File: config.mk
export PLATFORM = sky130hd
export DESIGN_NAME = cword_sequencer_flat
export DESIGN_NICKNAME = d
export VERILOG_FILES = /design/src/rtl/cword_pkg.sv /design/src/rtl/cword_sequencer_if.sv /design/src/rtl/cword_assembler.sv /design/src/rtl/cword_sequencer.sv /design/src/flat_wrapper.sv
export SDC_FILE = /design/constraint.sdc
export NUM_CORES = 1
export LEC_CHECK = 0
export CAP_MARGIN = 10
export CORE_MARGIN = 8
export CORE_UTILIZATION = 55
export CTS_CLUSTER_DIAMETER = 30
export DETAILED_ROUTE_END_ITERATION = 10
export PLACE_DENSITY_LB_ADDON = 0.08
export SLEW_MARGIN = 0
export SYNTH_ARGS = -nofsm -noshare
export SYNTH_HDL_FRONTEND = slang
export SYNTH_SLANG_ARGS = --single-unit
export TNS_END_PERCENT = 100
File: constraint.sdc
create_clock -name clk -period 5 [get_ports clk]
set_clock_uncertainty 0.2 [all_clocks]
set_input_delay 0.75 -clock clk [delete_from_list [all_inputs] [get_ports clk]]
set_output_delay 0.75 -clock clk [all_outputs]
set_load 0.01 [all_outputs]
File: src/rtl/cword_pkg.sv
`default_nettype none
// +----------------------------------------------------------------------------+
// | Package     : cword_pkg                                                    |
// | Description : Control-word field positions, microcode address layout and   |
// |               sequencer state encoding shared by sequencer and splitter.   |
// | Revision    : 1.0                                                          |
// +----------------------------------------------------------------------------+
package cword_pkg;

    // Control-word field positions
    localparam int c_out_lsb          = 0;
    localparam int c_out_msb          = 3;
    localparam int c_load_lsb         = 4;
    localparam int c_load_msb         = 7;
    localparam int c_alu_lsb          = 8;
    localparam int c_alu_msb          = 15;
    localparam int c_addrout_lsb      = 16;
    localparam int c_addrout_msb      = 18;
    localparam int c_addrload_lsb     = 19;
    localparam int c_addrload_msb     = 21;
    localparam int c_bit_sinc         = 22;
    localparam int c_bit_sdec         = 23;
    localparam int c_bit_step_resetn  = 24;
    localparam int c_bit_step_extn    = 25;
    localparam int c_bit_halt         = 26;
    localparam int c_bit_brk          = 27;
    localparam int c_bit_acalc_signed = 28;

    // Microcode address is {ext, opcode, step, byte_sel}
    localparam int c_sel_w         = 2;
    localparam int c_addr_overhead = 1 + c_sel_w;
    localparam int c_bytes_per_cw  = 4;

    // Fetch runs four read cycles plus one cycle to capture the last byte
    localparam logic [2:0] c_fetch_last = 3'd4;

    typedef enum logic [2:0] {
        S_IDLE  = 3'd0,
        S_FETCH = 3'd1,
        S_EXEC  = 3'd2,
        S_BREAK = 3'd3,
        S_HALT  = 3'd4
    } state_t;

endpackage
`default_nettype wire

File: src/rtl/cword_sequencer_if.sv
`default_nettype none
// +----------------------------------------------------------------------------+
// | Interface   : cword_sequencer_if                                           |
// | Description : Instruction, microcode-memory and datapath signals of the    |
// |               control-word sequencer.                                      |
// | Revision    : 1.0                                                          |
// +----------------------------------------------------------------------------+
interface cword_sequencer_if #(
    parameter int OPCODE_W = 8,
    parameter int STEP_W   = 3,
    parameter int ADDR_W   = OPCODE_W + STEP_W + 3
);
    logic [OPCODE_W-1:0] opcode;
    logic                start;
    logic                resume;
    logic                rom_rd;
    logic [ADDR_W-1:0]   rom_addr;
    logic [7:0]          rom_data;
    logic [31:0]         control_word;
    logic                cw_valid;
    logic                cw_ack;
    logic [STEP_W-1:0]   step;
    logic                busy;
    logic                halted;
    logic                brk;
    logic                overrun;

    modport master (
        input  opcode, start, resume, rom_data, cw_ack,
        output rom_rd, rom_addr, control_word, cw_valid, step, busy, halted, brk, overrun
    );

    modport slave (
        output opcode, start, resume, rom_data, cw_ack,
        input  rom_rd, rom_addr, control_word, cw_valid, step, busy, halted, brk, overrun
    );
endinterface
`default_nettype wire

File: src/rtl/cword_assembler.sv
`default_nettype none
// +----------------------------------------------------------------------------+
// | Module      : cword_assembler                                              |
// | Description : Byte-lane capture into a 32-bit shadow word with per-lane    |
// |               valid flags; flags completion on the final lane.             |
// | Revision    : 1.0                                                          |
// +----------------------------------------------------------------------------+
module cword_assembler (
    input  logic        clk,
    input  logic        rst,
    input  logic        i_cap_en,
    input  logic [1:0]  i_cap_sel,
    input  logic [7:0]  i_rom_data,
    output logic [31:0] o_word,
    output logic        o_done
);
    logic [31:0] r_shadow;
    logic [3:0]  r_lane_vld;
    logic [31:0] w_merged;
    logic [3:0]  w_lane_bit;

    always_comb begin
        w_merged                          = r_shadow;
        w_merged[{i_cap_sel, 3'b000} +: 8] = i_rom_data;
        w_lane_bit                        = 4'b0001 << i_cap_sel;
    end

    // Lane 0 opens a new word, so stale flags from an aborted fetch are dropped
    always_ff @(posedge clk) begin
        if (rst) begin
            r_shadow   <= '0;
            r_lane_vld <= '0;
        end else if (i_cap_en) begin
            r_shadow   <= w_merged;
            r_lane_vld <= (i_cap_sel == 2'd0) ? 4'b0001 : (r_lane_vld | w_lane_bit);
        end
    end

    assign o_word = w_merged;
    assign o_done = i_cap_en && (i_cap_sel == 2'd3) && (&r_lane_vld[2:0]);
endmodule
`default_nettype wire

File: src/rtl/cword_sequencer.sv
`default_nettype none
// +----------------------------------------------------------------------------+
// | Module      : cword_sequencer                                              |
// | Description : Microcode fetch-and-step engine producing one 32-bit control |
// |               word per micro-step from a byte-wide synchronous ROM.        |
// | Revision    : 1.0                                                          |
// +----------------------------------------------------------------------------+
module cword_sequencer
    import cword_pkg::*;
#(
    parameter int OPCODE_W = 8,
    parameter int STEP_W   = 3,
    parameter int ADDR_W   = OPCODE_W + STEP_W + c_addr_overhead
) (
    input  logic              clk,
    input  logic              rst,
    cword_sequencer_if.master bus
);
    state_t              r_state, w_state_nxt;
    logic [OPCODE_W-1:0] r_opcode;
    logic [STEP_W-1:0]   r_step, w_step_nxt;
    logic                r_ext, w_ext_nxt;
    logic                r_overrun, w_overrun_nxt;
    logic [2:0]          r_cnt;
    logic [31:0]         r_cw;
    logic                r_cap_en;
    logic [1:0]          r_cap_sel;
    logic                w_rd;
    logic                w_take;
    logic [31:0]         w_word;
    logic                w_cw_done;

    cword_assembler u_asm (
        .clk        (clk),
        .rst        (rst),
        .i_cap_en   (r_cap_en),
        .i_cap_sel  (r_cap_sel),
        .i_rom_data (bus.rom_data),
        .o_word     (w_word),
        .o_done     (w_cw_done)
    );

    assign w_rd = (r_state == S_FETCH) && !r_cnt[2];

    always_comb begin
        w_state_nxt   = r_state;
        w_step_nxt    = r_step;
        w_ext_nxt     = r_ext;
        w_overrun_nxt = r_overrun;
        w_take        = 1'b0;
        case (r_state)
            S_IDLE: begin
                if (bus.start) begin
                    w_state_nxt = S_FETCH;
                    w_step_nxt  = '0;
                    w_ext_nxt   = 1'b0;
                end
            end
            S_FETCH: begin
                if (w_cw_done) w_state_nxt = S_EXEC;
            end
            S_EXEC: begin
                if (bus.cw_ack) begin
                    if (r_cw[c_bit_halt])     w_state_nxt = S_HALT;
                    else if (r_cw[c_bit_brk]) w_state_nxt = S_BREAK;
                    else                      w_take      = 1'b1;
                end
            end
            S_BREAK: begin
                // The held word still carries the deferred step action
                if (bus.resume) w_take = 1'b1;
            end
            default: w_state_nxt = r_state;
        endcase

        if (w_take) begin
            if (!r_cw[c_bit_step_resetn]) begin
                w_state_nxt = S_IDLE;
                w_step_nxt  = '0;
                w_ext_nxt   = 1'b0;
            end else begin
                w_state_nxt = S_FETCH;
                w_step_nxt  = r_step + 1'b1;
                if (!r_cw[c_bit_step_extn]) w_ext_nxt     = 1'b1;
                if (&r_step)                w_overrun_nxt = 1'b1;
            end
        end
    end

    always_ff @(posedge clk) begin
        if (rst) begin
            r_state   <= S_IDLE;
            r_opcode  <= '0;
            r_step    <= '0;
            r_ext     <= 1'b0;
            r_overrun <= 1'b0;
            r_cnt     <= '0;
            r_cw      <= '0;
            r_cap_en  <= 1'b0;
            r_cap_sel <= '0;
        end else begin
            r_state   <= w_state_nxt;
            r_step    <= w_step_nxt;
            r_ext     <= w_ext_nxt;
            r_overrun <= w_overrun_nxt;
            r_cap_en  <= w_rd;
            r_cap_sel <= r_cnt[1:0];
            if (r_state == S_IDLE && bus.start) r_opcode <= bus.opcode;
            if (r_state == S_FETCH && r_cnt != c_fetch_last) r_cnt <= r_cnt + 3'd1;
            else                                             r_cnt <= '0;
            if (w_cw_done) r_cw <= w_word;
        end
    end

    assign bus.rom_rd       = w_rd;
    assign bus.rom_addr     = w_rd ? ADDR_W'({r_ext, r_opcode, r_step, r_cnt[c_sel_w-1:0]}) : '0;
    assign bus.control_word = r_cw;
    assign bus.cw_valid     = (r_state == S_EXEC);
    assign bus.step         = r_step;
    assign bus.busy         = (r_state != S_IDLE);
    assign bus.halted       = (r_state == S_HALT);
    assign bus.brk          = (r_state == S_BREAK);
    assign bus.overrun      = r_overrun;
endmodule
`default_nettype wire

File: src/flat_wrapper.sv
// flat-port wrapper written by rule: the top's interface ports become plain ports
module cword_sequencer_flat import cword_pkg::*;
#(
    parameter int OPCODE_W = 8,
    parameter int STEP_W   = 3,
    parameter int ADDR_W   = OPCODE_W + STEP_W + c_addr_overhead
)
  (clk, rst, bus_opcode, bus_start, bus_resume, bus_rom_data, bus_cw_ack, bus_rom_rd, bus_rom_addr, bus_control_word, bus_cw_valid, bus_step, bus_busy, bus_halted, bus_brk, bus_overrun);
  cword_sequencer_if #(.OPCODE_W(OPCODE_W), .STEP_W(STEP_W), .ADDR_W(ADDR_W)) bus_i ();
  input  logic clk;
  input  logic rst;
  input wire logic [$bits(bus_i.opcode)-1:0] bus_opcode;
  input wire logic [$bits(bus_i.start)-1:0] bus_start;
  input wire logic [$bits(bus_i.resume)-1:0] bus_resume;
  input wire logic [$bits(bus_i.rom_data)-1:0] bus_rom_data;
  input wire logic [$bits(bus_i.cw_ack)-1:0] bus_cw_ack;
  output wire logic [$bits(bus_i.rom_rd)-1:0] bus_rom_rd;
  output wire logic [$bits(bus_i.rom_addr)-1:0] bus_rom_addr;
  output wire logic [$bits(bus_i.control_word)-1:0] bus_control_word;
  output wire logic [$bits(bus_i.cw_valid)-1:0] bus_cw_valid;
  output wire logic [$bits(bus_i.step)-1:0] bus_step;
  output wire logic [$bits(bus_i.busy)-1:0] bus_busy;
  output wire logic [$bits(bus_i.halted)-1:0] bus_halted;
  output wire logic [$bits(bus_i.brk)-1:0] bus_brk;
  output wire logic [$bits(bus_i.overrun)-1:0] bus_overrun;
  assign bus_i.opcode = bus_opcode;
  assign bus_i.start = bus_start;
  assign bus_i.resume = bus_resume;
  assign bus_i.rom_data = bus_rom_data;
  assign bus_i.cw_ack = bus_cw_ack;
  assign bus_rom_rd = bus_i.rom_rd;
  assign bus_rom_addr = bus_i.rom_addr;
  assign bus_control_word = bus_i.control_word;
  assign bus_cw_valid = bus_i.cw_valid;
  assign bus_step = bus_i.step;
  assign bus_busy = bus_i.busy;
  assign bus_halted = bus_i.halted;
  assign bus_brk = bus_i.brk;
  assign bus_overrun = bus_i.overrun;
  cword_sequencer #(.OPCODE_W(OPCODE_W), .STEP_W(STEP_W), .ADDR_W(ADDR_W)) u_core (.clk(clk), .rst(rst), .bus(bus_i));
endmodule
==> out/results.tsv, run 1 <==
metric	value	unit
status	complete, no violations	
total of max-cap violations	0	
hold path cells	1	
register area share after synthesis	45.42	%
CP max stage cell	nor2_1	
maximum vdd drop	0.2064	mV
Skew-Pair Late Insertion Delay	0.35	ns
Syn Area/Cell	9.062	um2
Die Ht	99.98	um
core area	6794	um2
Port-buffer cells	75	
worst hold path class	register to register	
worst r2r src	u_core.r_cap_sel[0]	
Critical Path RT	4.05	ns
Row Count	30	
# H-tree levels	3	
CTS max path bufs	2	
Fin Setup TNS	0	ns
Starting Density	57.09	%
Post-Place Cells	570	
crit path capture type	output port	
ant diodes	0	
Synth area leader	dfxtp_1	
final worst-path cycle share	69.54	%
HPWL after detailed placement	6.233	mm
grt ovf	0	
Top Ports	76	
share of cells above drive strength 1	9.202	%
synth unique cells	47	
largest net degree at the start of global routing	56	
synthesized area	3879	um2
vias per cell	5.564	
TritonCTS clock tree	built	
CTS Buf Count	9	
initial antenna violation count	0	
global-route usage over all layers	18.36	%
Seq cells post-synth	88	
Synth Flop Type	dfxtp_1	
vias in the first global route	3121	
via count	3255	
chip width	99.98	um
# hold bufs at CTS	0	
kind of critical path	register to output port	
clk root buf	clkbuf_8	
Data arrival, critical path	2.53	ns
pwr/cell area	293.4	nW/um2
Leak Pwr	1.657	nW
post-CTS setup repair buffer count	0	
top-area cell type share of the netlist area	45.42	%
R2R depth	5	
gpl congestion	0.8468	
most common cell after layout, fill and taps aside	dfxtp_1	
critical path's largest stage delay	0.54	ns
Layout Nets	514	
top post-synthesis cells by area	dfxtp_1 45%, nor2_1 7.6%, a211oi_2 5.8%	
drt wl/cell	15.46	um
worst-path fanout max	14	
asr flop ratio synth	0	%
residual DRC count	0	
final setup vio count	0	
area grow syn2layout	23.65	%
first-pass GRT wire length	15.01	mm
worst hold path startpoint	u_core.r_cnt[0]	
transition time of the tightest slew-check pin	1.029	ns
crit-path most repeated cell	nor2_1	
total wire length	9.044	mm
FF-to-FF End	u_core.bus.control_word[23]	
CTS sink count	88	
final hold violations	0	
relative slew slack	31.42	%
Initial DRC Count	133	
worst-path cell chain	nor2_1 > nand2_1 > nor2_1 > and2_1 > clkdlybuf4s50_1	
post-synthesis net count	457	
cts repair resizes	0	
Max Clock Freq	0.2876	GHz
min cycle time layout	3.477	ns
Startpoint Class	register	
Mapped Cells	428	
hold endpoint	u_core.r_cnt[0]	
clock-pin slew on the worst setup and hold paths	0.08	ns
FF-to-FF setup slack	2.61	ns
YS warnings	0	
Pins Over Slew Limit	0	
Die Area	9995	um2
Post-synth EDFFs	0	
1st-pass router iterations	4	
Final Non-Filler Cells	585	
antenna-violating nets left	0	
leading cell types in the layout, fill and taps excluded	88 x dfxtp_1, 79 x nor2_1, 74 x clkdlybuf4s50_1, 34 x a21oi_1, 28 x a211oi_1	
RSZ-0062 raised after global routing	no	
## cell type report
class                      count  area [um2]
multi-input combinational    299        1892
fill                         555        1998
tap                           96       120.1
timing repair buffer          79       775.7
inverter                       8       30.03
clock inverter                 6       92.59
clock buffer                   9       123.9
sequential                    88        1762
## sequential cells by signal, summed over array words and instances (netlist names), named ones only
register / cells
u_core.bus.control_word: 32
u_core.bus.overrun: 1
u_core.bus.step: 3
u_core.r_cap_en: 1
u_core.r_cap_sel: 2
u_core.r_cnt: 3
u_core.r_ext: 1
u_core.r_opcode: 8
u_core.r_state: 3
u_core.u_asm.r_lane_vld: 1
u_core.u_asm.r_shadow: 31
## where the power goes
group	leakage [nW]	total [mW]	switching, mW	internal, mW
Clock	0.102	0.538	0.256	0.281
Sequential	0.714	0.736	0.0134	0.723
Combinational	0.841	0.133	0.0768	0.0566
Total	1.66	1.41	0.346	1.06
## layer usage
metal,wire length (um),vias up,GRT usage [%],share of wire (%)
li1,-,1620,-,-
met5,0,-,0,0
met2,4310,93,30.48,48
met4,137,0,7.326,1.5
met1,4061,1529,22.66,45
met3,534,13,3.737,5.9
## how the worst max path moves through the flow
stage	startpoint	slack, ns	endpoint	cells after the start
3_5_place_dp	u_core.r_state[1]	1.89	bus_rom_addr[2]	5
2_1_floorplan	u_core.r_state[0]	2.81	bus_rom_addr[10]	5
6_report	u_core.r_state[1]	1.52	bus_rom_addr[2]	5
5_1_grt	u_core.r_state[1]	1.23	bus_rom_addr[12]	5
4_1_cts	u_core.r_state[1]	1.50	bus_rom_addr[2]	5
3_3_place_gp	u_core.r_state[1]	2.04	bus_rom_addr[9]	5
## cells by family (layout without fill, tap and decap cells)
family,Yosys count,after routing,share of synthesized area [%]
AND/OR/NAND/NOR,175,175,22.87
buffers and inverters,41,102,5.806
flip-flops,88,88,45.42
adder cells (fa/ha/maj),8,8,2.581
XOR/XNOR,2,2,0.4517
AO/OA/AOI/OAI,113,113,22.48
multiplexers,1,1,0.3870
## cells in the mapped netlist, types with 13 or more instances
cell / number
nor2_1: 79
nand2_1: 24
nor2b_1: 16
a211oi_2: 18
and2_1: 13
a211oi_1: 28
clkbuf_1: 18
dfxtp_1: 88
a21oi_1: 34
nor3_1: 16
## critical path: cells and delay by family (launching register included)
family / cells / cell delay (ns)
buf+inv: 1 / 0.54
flops: 1 / 0.45
simple gates: 4 / 1.19
## through the flow
step,power (mW),utilization (%),hold WS [ns],worst slack [ns],area [um2]
after floorplan,0.8379,-,0.2173,2.813,3879
after global placement,0.8800,67.40,0.2310,2.043,4579
after detailed placement,0.8849,67.40,0.2377,1.885,4579
after CTS,1.415,70.59,0.2580,1.497,4796
after global routing,1.461,70.59,0.2925,1.228,4796
final,1.407,70.59,0.2509,1.523,4796
(Power assumes the default switching activity.)
==> inputs of run 2 (changes only) <==
Settings changed: CORE_UTILIZATION 55 to 51.
Clock period 5 ns to 3.2 ns, I/O delays scaled along.
==> run 2 against run 1 <==
Non-clock buffer count up 2. Critical path depth rose by 1. Count of clock-buffer cells in the layout up 1. Largest power group unchanged. Final area decreased by 0.26%. Highest routed layer unchanged. Clock power grew 31%. Largest cell class unchanged. Combinational power rose by 58%. Sequential cell count did not move. Global-route usage decreased by 1.2 points.
==> out/results.tsv, run 2 (synthesized netlist as in run 1, its figures left out) <==
metric	value	unit	change
Row Count	32		+6.7%
status	complete, no violations		
Top Ports	76		unchanged
FF-to-FF setup slack	0.78	ns	-1.83 ns
Skew-Pair Late Insertion Delay	0.35	ns	about the same
Die Area	10650	um2	+6.6%
total chip power	2.064	mW	+47%
Starting Density	51.53	%	-5.6 points
via count	3212		-1.3%
Data arrival, critical path	2.20	ns	-0.33 ns
vias in the first global route	2948		-5.5%
drt wl/cell	14.82	um	-4.2%
cts repair resizes	0		unchanged
CP max stage cell	clkdlybuf4s50_1		
kind of critical path	register to output port		
grt ovf	0		unchanged
share of cells above drive strength 1	9.756	%	+0.55 points
first-pass GRT wire length	14.55	mm	-3.0%
final hold violations	0		unchanged
post-CTS setup repair buffer count	0		unchanged
ant diodes	0		unchanged
worst-path fanout max	14		unchanged
transition time of the tightest slew-check pin	0.9680	ns	-0.06072 ns
gpl congestion	0.7955		-6.1%
Pins Over Slew Limit	0		unchanged
initial antenna violation count	0		unchanged
Initial DRC Count	137		+3.0%
hold endpoint	u_core.r_cnt[0]		
HPWL after detailed placement	6.020	mm	-3.4%
Critical path buffers and inverters	2		+1
Startpoint Class	register		
Max Clock Freq	0.3476	GHz	
clock-pin slew on the worst setup and hold paths	0.08	ns	about the same
clk root buf	clkbuf_8		
number of flip-flops in the largest register	32		unchanged
min cycle time layout	2.877	ns	
worst r2r src	u_core.r_cap_sel[0]		
final worst-path cycle share	89.90	%	
FF-to-FF End	u_core.bus.control_word[22]		
antenna-violating nets left	0		unchanged
relative slew slack	35.47	%	+4.0 points
pwr/cell area	431.4	nW/um2	+47%
leading cell types in the layout, fill and taps excluded	88 x dfxtp_1, 79 x nor2_1, 74 x clkdlybuf4s50_1, 34 x a21oi_1, 28 x a211oi_1		
largest net degree at the start of global routing	56		unchanged
Port-buffer cells	75		unchanged
worst hold path class	register to register		
area grow syn2layout	23.32	%	
# hold bufs at CTS	0		unchanged
worst-path cell chain	nor2_1 > nand2_1 > nor2_1 > buf_4 > and2_1 > clkdlybuf4s50_1		
final setup vio count	0		unchanged
global-route usage over all layers	17.21	%	-1.2 points
# H-tree levels	3		unchanged
core area	7527	um2	+11%
vias per cell	5.407		-2.8%
1st-pass router iterations	4		unchanged
Leak Pwr	1.646	nW	-0.67%
Layout Nets	516		+0.39%
TritonCTS clock tree	built		
CTS sink count	88		unchanged
CTS max path bufs	2		unchanged
hold path cells	1		unchanged
R2R depth	5		unchanged
Fin Setup TNS	0	ns	unchanged
Critical Path RT	2.52	ns	-1.53 ns
worst hold path startpoint	u_core.r_cnt[0]		
total of max-cap violations	0		unchanged
total wire length	8.802	mm	-2.7%
CTS Buf Count	9		unchanged
crit-path most repeated cell	nor2_1		
RSZ-0062 raised after global routing	no		
chip width	103.2	um	+3.2%
critical path's largest stage delay	0.53	ns	about the same
cell family with most CP delay	buffers and inverters		
maximum vdd drop	0.3232	mV	+57%
residual DRC count	0		unchanged
most common cell after layout, fill and taps aside	dfxtp_1		
Die Ht	103.2	um	+3.2%
crit path capture type	output port		
-- run 2: changes by cell type in the layout (fill, tap and decap cells not counted), sizes merged --
cell | previous run | this run
buf | 5 | 7
clkinvlp | 2 | 4
bufinv | 2 | 0
clkbuf | 9 | 10
-- run 2: worst max path at each step --
stage	from	endpoint	slack, ns	cells after the start
floorplan	u_core.r_cap_sel[0]	u_core.u_asm.r_shadow[0]	1.23	8
global placement	u_core.r_state[1]	bus_rom_addr[5]	0.79	6
detailed placement	u_core.r_state[1]	bus_rom_addr[8]	0.71	6
CTS	u_core.r_state[1]	bus_rom_addr[10]	0.30	6
global route	u_core.r_state[1]	bus_rom_addr[9]	0.12	6
finish	u_core.r_state[1]	bus_rom_addr[10]	0.32	6
-- run 2: final cells by class --
class	count	area (um2)
Tap cell	102	127.6
Clock buffer	10	137.6
Multi-Input combinational cell	299	1892
Clock inverter	6	43.79
Timing Repair Buffer	81	790.8
Inverter	8	30.03
Sequential cell	88	1762
Fill cell	684	2744
-- run 2: through the flow --
stage,hold slack (ns),instance area (um2),cells,worst slack [ns],utilization [%]
2_1_floorplan,0.2173,3879,428,1.227,-
6_report,0.2516,4783,594,0.3231,63.55
3_3_place_gp,0.2313,4602,578,0.7852,61.14
4_1_cts,0.2549,4783,594,0.3001,63.55
5_1_grt,0.2683,4783,594,0.1154,63.55
3_5_place_dp,0.2426,4602,578,0.7076,61.14
-- run 2: per-layer routing --
metal / GRT usage, % / vias to the layer above / wire length (um)
met5: 0 / - / 0
met4: 6.007 / 0 / 106
met3: 2.878 / 10 / 485
met2: 27.44 / 78 / 3981
met1: 22.96 / 1497 / 4228
li1: - / 1627 / -
-- run 2: power by group --
group / internal [mW] / switching, mW
clock network: 0.304 / 0.399
logic: 0.0907 / 0.120
registers: 1.13 / 0.0204
